[src/rtl/regfile_pkg.sv]
// Shared widths and the buffered writeback entry type for the register file write side.
package regfile_pkg;

    localparam int DATA_WIDTH    = 32;
    localparam int ADDRESS_WIDTH = 5;

    typedef struct packed {
        logic [ADDRESS_WIDTH-1:0] rd;
        logic [DATA_WIDTH-1:0]    wd;
    } wb_entry_t;

endpackage

[src/rtl/wb_fifo.sv]
// Synchronous FIFO holding long-latency writeback results until a pipeline-idle cycle.
module wb_fifo
    import regfile_pkg::*;
#(
    parameter int DEPTH = 4
) (
    input  logic      clk,
    input  logic      rst,
    input  logic      push,
    input  logic      pop,
    input  wb_entry_t push_data,
    output logic      full,
    output logic      empty,
    output wb_entry_t head
);

    localparam int PW = $clog2(DEPTH);

    logic [PW-1:0] wr_ptr_q, wr_ptr_d;
    logic [PW-1:0] rd_ptr_q, rd_ptr_d;
    logic [PW:0]   count_q, count_d;
    wb_entry_t     mem_q [DEPTH];
    wb_entry_t     mem_d [DEPTH];
    logic          do_push, do_pop;

    // A full FIFO refuses a push even while popping; no pop-through path.
    assign full    = (count_q == (PW+1)'(DEPTH));
    assign empty   = (count_q == '0);
    assign do_push = push && !full;
    assign do_pop  = pop && !empty;
    assign head    = mem_q[rd_ptr_q];

    always_comb begin
        mem_d    = mem_q;
        wr_ptr_d = wr_ptr_q;
        rd_ptr_d = rd_ptr_q;
        count_d  = count_q;
        if (do_push) begin
            mem_d[wr_ptr_q] = push_data;
            wr_ptr_d        = wr_ptr_q + PW'(1);
        end
        if (do_pop) begin
            rd_ptr_d = rd_ptr_q + PW'(1);
        end
        case ({do_push, do_pop})
            2'b10:   count_d = count_q + (PW+1)'(1);
            2'b01:   count_d = count_q - (PW+1)'(1);
            default: count_d = count_q;
        endcase
    end

    always_ff @(posedge clk) begin
        if (rst) begin
            wr_ptr_q <= '0;
            rd_ptr_q <= '0;
            count_q  <= '0;
        end else begin
            wr_ptr_q <= wr_ptr_d;
            rd_ptr_q <= rd_ptr_d;
            count_q  <= count_d;
        end
    end

    always_ff @(posedge clk) begin
        mem_q <= mem_d;
    end

endmodule

[src/rtl/regfile_write_arbiter.sv]
// Merges pipeline writeback and buffered long-latency results onto the single register
// file write port, and tracks registers whose long-latency result is still outstanding.
module regfile_write_arbiter
    import regfile_pkg::*;
#(
    parameter int FIFO_DEPTH = 4
) (
    input  logic                     clk,
    input  logic                     rst,
    input  logic                     pipe_we,
    input  logic [ADDRESS_WIDTH-1:0] pipe_rd,
    input  logic [DATA_WIDTH-1:0]    pipe_wd,
    input  logic                     issue_valid,
    input  logic [ADDRESS_WIDTH-1:0] issue_rd,
    input  logic                     ll_valid,
    input  logic [ADDRESS_WIDTH-1:0] ll_rd,
    input  logic [DATA_WIDTH-1:0]    ll_wd,
    output logic                     ll_ready,
    input  logic [ADDRESS_WIDTH-1:0] rs1,
    input  logic [ADDRESS_WIDTH-1:0] rs2,
    output logic                     stall,
    output logic                     WE3,
    output logic [ADDRESS_WIDTH-1:0] A3,
    output logic [DATA_WIDTH-1:0]    WD3
);

    localparam int NREGS = 2**ADDRESS_WIDTH;

    logic            pipe_active;
    logic            fifo_push, fifo_pop, fifo_full, fifo_empty;
    wb_entry_t       fifo_head, ll_entry;
    logic [NREGS-1:0] pending_q, pending_d;

    // A pipeline write to x0 is treated as idle so the FIFO may drain.
    assign pipe_active = pipe_we && (pipe_rd != '0);
    assign ll_ready    = !rst && !fifo_full;
    assign fifo_push   = ll_valid && ll_ready && (ll_rd != '0);
    assign fifo_pop    = !rst && !pipe_active && !fifo_empty;
    assign ll_entry    = {ll_rd, ll_wd};

    wb_fifo #(.DEPTH(FIFO_DEPTH)) u_fifo (
        .clk       (clk),
        .rst       (rst),
        .push      (fifo_push),
        .pop       (fifo_pop),
        .push_data (ll_entry),
        .full      (fifo_full),
        .empty     (fifo_empty),
        .head      (fifo_head)
    );

    always_comb begin
        WE3 = 1'b0;
        A3  = '0;
        WD3 = '0;
        if (pipe_active && !rst) begin
            WE3 = 1'b1;
            A3  = pipe_rd;
            WD3 = pipe_wd;
        end else if (fifo_pop) begin
            WE3 = 1'b1;
            A3  = fifo_head.rd;
            WD3 = fifo_head.wd;
        end
    end

    // Clear is applied before set so a same-register issue in the popping cycle wins.
    always_comb begin
        pending_d = pending_q;
        if (fifo_pop) begin
            pending_d[fifo_head.rd] = 1'b0;
        end
        if (issue_valid && (issue_rd != '0)) begin
            pending_d[issue_rd] = 1'b1;
        end
        pending_d[0] = 1'b0;
    end

    always_ff @(posedge clk) begin
        if (rst) begin
            pending_q <= '0;
        end else begin
            pending_q <= pending_d;
        end
    end

    assign stall = !rst && (pending_q[rs1] || pending_q[rs2]);

endmodule

[config.mk]
export PLATFORM = sky130hd
export DESIGN_NAME = regfile_write_arbiter
export DESIGN_NICKNAME = d
export VERILOG_FILES = /design/src/rtl/regfile_pkg.sv /design/src/rtl/wb_fifo.sv /design/src/rtl/regfile_write_arbiter.sv
export SDC_FILE = /design/constraint.sdc
export NUM_CORES = 1
export LEC_CHECK = 0
export ABC_AREA = 1
export CAP_MARGIN = 20
export CORE_UTILIZATION = 40
export DETAILED_ROUTE_END_ITERATION = 10
export SLEW_MARGIN = 10
export SYNTH_ARGS = -nofsm -noshare
export SYNTH_HDL_FRONTEND = slang
export SYNTH_SLANG_ARGS = --single-unit
[constraint.sdc]
create_clock -name clk -period 6.4 [get_ports clk]
set_clock_uncertainty 0.05 [all_clocks]
set_input_delay 0.64 -clock clk [delete_from_list [all_inputs] [get_ports clk]]
set_output_delay 0.64 -clock clk [all_outputs]
set_load 0.005 [all_outputs]
==> results of run 1 <==
[report_power, final]
part	switching (mW)	internal [mW]	leakage (nW)
Combinational	0.179	0.140	2.14
Sequential	0.0181	1.33	1.65
Clock	0.459	0.546	0.271
[logic make-up after synthesis]
| logic type | count (synthesis) | synth area share, % |
|---|---|---|
| and+or+nand+nor | 452 | 22.9 |
| DFF | 186 | 60.1 |
| buffers and inverters | 156 | 7.26 |
| AOI/OAI and AO/OA | 147 | 8.78 |
| adders and majority gates | 6 | 0.953 |
[critical path, delay by kind of cell]
family	cells	cell delay, ps
buffers and inverters	3	1870
AOI/OAI and AO/OA	2	590
and+or+nand+nor	2	500
[worst max-delay path by stage]
stage               from  cells after the start  slack [ps]                   endpoint
floorplan            rst                      4        3060  u_fifo.mem_q[0]$_DFFE_PP_
global placement     rst                      7        2160                     WD3[1]
detailed placement   rst                      7        2090                     WD3[1]
CTS                  rst                      7        2090                     WD3[1]
global route         rst                      7        1910                     WD3[1]
finish               rst                      7        2090                     WD3[1]
[flip-flops by register name, indices dropped and copies added (netlist names)]
name / flops
u_fifo.wr_ptr_q: 2
u_fifo.mem_q: 148
u_fifo.count_q: 3
u_fifo.rd_ptr_q: 2
pending_q: 31
[through the flow]
step | setup WS (ps) | hold WS (ps)
2_1_floorplan | 3060 | 389
3_3_place_gp | 2160 | 400
3_5_place_dp | 2090 | 406
4_1_cts | 2090 | 418
5_1_grt | 1910 | 434
6_report | 2090 | 422
[layout by cell type (no fill, tap or decap), types with 13 or more instances in the layout]
master,n
clkdlybuf4s50_1,133
nor2_1,23
dfxtp_1,37
edfxtp_1,148
nand3_1,116
nor3_1,13
clkbuf_16,17
inv_1,108
a21oi_1,66
o21ai_0,68
nand2_1,270
[cell type report]
cell class,instances,area [µm²],share of cell area [%]
multi-input combinational,605,2860,26.5
antenna,1,2.50,0.0232
tap,275,344,3.19
clock buffer,18,429,3.97
inverter,113,429,3.97
timing repair buffer,141,1390,12.9
clock inverter,14,136,1.26
sequential,186,5210,48.2
[layer usage]
metal  vias to the layer above  wire [µm]
met5                         -         11
met4                         2        127
met3                        13       1200
met2                       174       9770
met1                      3143       9410
li1                       3396          -
==> impl_metrics.toml, run 1 <==
[worst_setup_path]
r2r_end = "pending_q[5]$_SDFF_PP0_"
r2r_cells = 10
cp.arrival_ps = 3620
endpoint_kind = "output pin"
cpPeakStageDelay_ps = 730
start_kind = "input pin"
cpMostUsedCell = "clkdlybuf4s50_1"
critical_path_class = "input pin to output pin"
worstPathCellList = "clkdlybuf4s50_1 > a31oi_1 > nand2_2 > inv_2 > nand3_1 > o21ai_0 > clkdlybuf4s50_1"
reg2reg_from = "u_fifo.rd_ptr_q[0]$_SDFFE_PP0N_"
rrSetupSlack_ps = 3640
critical_path_peak_fanout = 34
slowest_stage = "clkdlybuf4s50_1"
cp_data_required_time_ps = 5710

[placement]
hpwl_um = 13200
placed_cells = 1320
io_buffers = 133
placed_area_mm2 = 0.0102
gp_congestion = 0.865

[cells_and_area]
drive_above_1_share_pct = 6.78
num-nets-final = 1164
synthToLayoutAreaGrowth_pct = 24.6
stdcell_count = 1353
fin_area_mm2 = 0.0108
postLayoutCoreUtil_pct = 51.0
nFillCells = 1937

[floorplanning]
rows = 53
die_h_um = 149
start_util_pct = 41.0
io_pins = 134
fp.dieW_um = 149
core_mm2 = 0.0212
die_area_mm2 = 0.0223

[yosys]
ys.warnings.count = 0
synth.most_common_cell = "nand2_1"
synth_ff_type = "edfxtp_1"
synth_top_area_share_pct = 51.3
ys_ff_latch = 186
syn_area_per_cell_um2 = 9.15
syn_nets = 1047
yosysTopAreaCell = "edfxtp_1"
synth_area_leaders = "edfxtp_1 (51%), nand2_1 (12%), dfxtp_1 (8.8%), nand3_1 (6.7%), inv_1 (4.7%)"
synth_edf_count = 148
syn-cell-area_mm2 = 0.00866
yosysUniqueCellTypes = 34
synth_common_cells = "nand2_1 (270), edfxtp_1 (148), nand3_1 (116), inv_1 (108), o21ai_0 (68)"
ys_async_sr_fraction_pct = 0
syn_inst = 947
yosysSeqAreaShare_pct = 60.1

[global_route]
grt_use_met2_pct = 30.7
track_usage_pct = 18.9
grt_start_max_net_pins = 72
antenna_found_initial = 2
grt_overflow = 0
grt.met1_usage_pct = 25.4
busiest_layer = "met2"
grt_pass1_wl_um = 32100
use_met3_pct = 4.59
grt_pass1_vias = 6078

[clocking]
htreeDepth = 4
cts_tree = "yes"
cts_made_buffers = 17
cts_resized = 0
clk_pin_slew_ps = 70
clkLatencyLatePin_ps = 430
cts_setup_buffers = 0
cts_root_buf = "clkbuf_16"
clkSinkCount = 186
clock_path_buffers = 2
hold_buffers = 0

[drt]
drtPass1Iterations = 5
dr.first_iter.drc_count = 445
vias = 6728
finalWirelength_um = 20500
ant_nets = 0
wl_per_cell_um = 15.2
vias_per_cell = 4.97
drc = 0

[hold_path]
hold_start = "pending_q[2]$_SDFF_PP0_"
holdPathEnd = "pending_q[2]$_SDFF_PP0_"
hold_class = "register to register"
min_path_cells = 2

[power]
powerDensity_mw_per_mm2 = 248
peakVddDrop_mv = 0.212
power.total_mw = 2.68
p_leak_nw = 4.07

[sta]
timing.final.crit_share_pct = 67.4
setup_viol = 0
layout_min_cycle_time_ps = 4310
slew_headroom_pct = 26.4
hold_viol = 0
slew_violations = 0
fin_setup_tns_ps = 0
fmax_ghz = 0.232
rsz0062_at_grt = "false"
worst_pin_slew_ps = 1100

[outcome]
status = "finished clean"

[job]
cap_violations = 0
No activity file was read; power rests on OpenSTA's default activity.
==> inputs of run 2 (changes only) <==
- clock period: 6.4 -> 4 ns (I/O delays scaled with it)
==> run 2 against run 1 <==
Clock-buffer cell count is 2 higher. Worst hold slack worse by 8.0 ps. Utilization up 0.28 points. Routed wire length grew 4.5%. Combinational power rose by 62%. First-iteration DRC count up 4.7%. Sequential share of layout area decreased by 0.27 points. Global-route usage rose by 1.2 points. Flip-flop and latch count did not move. Sequential power up 61%. Die area stayed put. Largest cell class unchanged.
==> impl_metrics.toml, run 2 (synthesis gave the netlist of run 1 again) <==
[outcome]
status = "finished clean"

[cells_and_area]
num-nets-final = 1169
synthToLayoutAreaGrowth_pct = 25.3
diodes = 0
top_register = "u_fifo.mem_q"
reg_top3 = "u_fifo.mem_q x148, pending_q x31, u_fifo.count_q x3"
final_common_cell = "nand2_1"
drive_above_1_share_pct = 7.12
nFillCells = 1899
final_cell_mix = "nand2_1 (270), edfxtp_1 (148), clkdlybuf4s50_1 (133)"
largest_register_ffs = 148

[worst_setup_path]
cp_data_required_time_ps = 3550
start_kind = "register"
critical_path_class = "register to output pin"
rrSetupSlack_ps = 1360
critical_path_peak_fanout = 40
cpMostUsedCell = "o21ai_0"
critPathTopFamily = "buffers and inverters"
worstPathCellList = "inv_2 > buf_4 > a21oi_1 > o21ai_0 > nand3_1 > o21ai_0 > clkdlybuf4s50_1"
endpoint_kind = "output pin"
slowest_stage = "inv_2"
cp.arrival_ps = 2960
cpPeakStageDelay_ps = 610
cp_num_buf_inv = 3

[sta]
timing.final.crit_share_pct = 85.2
slew_violations = 0
hold_viol = 0
setup_ws_ps = 592
rsz0062_at_grt = "false"
slew_headroom_pct = 26.3
setup_viol = 0
layout_min_cycle_time_ps = 3410
worst_pin_slew_ps = 1100
fin_setup_tns_ps = 0
fmax_ghz = 0.293

[job]
cap_violations = 0

[clocking]
clock_path_buffers = 2
clk_pin_slew_ps = 70
htreeDepth = 4
cts_made_buffers = 17
hold_buffers = 0
cts_tree = "yes"
cts_root_buf = "clkbuf_16"
clkSinkCount = 186
cts_setup_buffers = 0
clkLatencyLatePin_ps = 420
cts_resized = 0

[power]
pwr-share-seq_pct = 49.9
clockPowerShare_pct = 38.1
powerDensity_mw_per_mm2 = 400
p_leak_nw = 4.10
peakVddDrop_mv = 0.297
power_switching_mw = 1.05
internal-power_mw = 3.30
swShare_pct = 24.1
comb_power_share_pct = 12.0
power.total_mw = 4.34

[drt]
dr_wl_met3_um = 1190
wl_per_cell_um = 15.8
drtPass1Iterations = 5
dr.first_iter.drc_count = 466
vias = 6817
vias_per_cell = 5.02
dr_wl_met2_um = 10300
finalWirelength_um = 21400
drc = 0
wl_met1_um = 9600
top_layer_used = "met5"
ant_nets = 0

[floorplanning]
io_pins = 134
die_h_um = 149
core_mm2 = 0.0212
fp.dieW_um = 149
rows = 53
die_area_mm2 = 0.0223
start_util_pct = 41.0

[placement]
gp_congestion = 0.872
hpwl_um = 14200
io_buffers = 133
pre_cts_ws_ps = 896

[global_route]
grt_start_max_net_pins = 67
antenna_found_initial = 1
grt_pass1_wl_um = 34000
grt_pass1_vias = 6331
grt_overflow = 0
track_usage_pct = 20.0

[hold_path]
hold_class = "register to register"
[run 2: changes by cell type in the layout (fill, tap and decap cells not counted)]
cell and change:
buf_2 -1, diode_2 -1, clkinv_4 -2, inv_8 -1, clkinv_2 +1, buf_12 +1, clkinv_1 -1, bufinv_16 +1
buf_4 +5, clkbuf_1 +2
[run 2: worst min-delay path: cells and delay by family (launching register included)]
family	cells	cell delay, ps
AOI/OAI and AO/OA	1	50
DFF	1	320
and+or+nand+nor	1	60
[run 2: power groups by stage]
stage,registers [mW],logic [mW],clock network [mW]
6_report,2.17,0.519,1.66
5_1_grt,2.17,0.577,1.75
4_1_cts,2.17,0.526,1.68
3_5_place_dp,2.21,0.523,0
3_3_place_gp,2.21,0.524,0
2_1_floorplan,2.19,0.275,0
[run 2: layout make-up]
class                           count  area, µm²  area share, %
Clock buffer                       20        437           4.02
Clock inverter                     12        139           1.28
Inverter                          113        429           3.95
Multi-Input combinational cell    605       2860           26.3
Sequential cell                   186       5210           48.0
Tap cell                          275        344           3.17
Timing Repair Buffer              146       1440           13.3
[run 2: path summary, 6_finish.rpt]
kind,endpoint,from,cells past startpoint
min reg2reg,pending_q[7]$_SDFF_PP0_,pending_q[7]$_SDFF_PP0_,2
max,WD3[1],u_fifo.rd_ptr_q[1]$_SDFFE_PP0N_,7
min,pending_q[7]$_SDFF_PP0_,pending_q[7]$_SDFF_PP0_,2
max reg2reg,pending_q[21]$_SDFF_PP0_,u_fifo.rd_ptr_q[0]$_SDFFE_PP0N_,10
[run 2: per-layer routing]
layer  track usage, %  up-vias
met5                0        -
met4             6.28        2
met3             4.07       26
met2             33.0      198
met1             26.5     3191
li1                 -     3400
[run 2: per-stage QoR]
| step | hold WS (ps) | cells | util (%) | instance area [µm²] |
|---|---|---|---|---|
| finish | 414 | 1357 | 51.3 | 10900 |
| global route | 433 | 1357 | 51.3 | 10900 |
| CTS | 418 | 1357 | 51.3 | 10900 |
| detailed placement | 406 | 1325 | 48.6 | 10300 |
| global placement | 398 | 1325 | 48.6 | 10300 |
| floorplan | 389 | 947 | - | 8660 |
==> inputs of run 3 (changes only) <==
- SLEW_MARGIN: 10 -> default
==> results of run 3 <==
No change in the layout: final DEF, timing and power equal those of run 2.
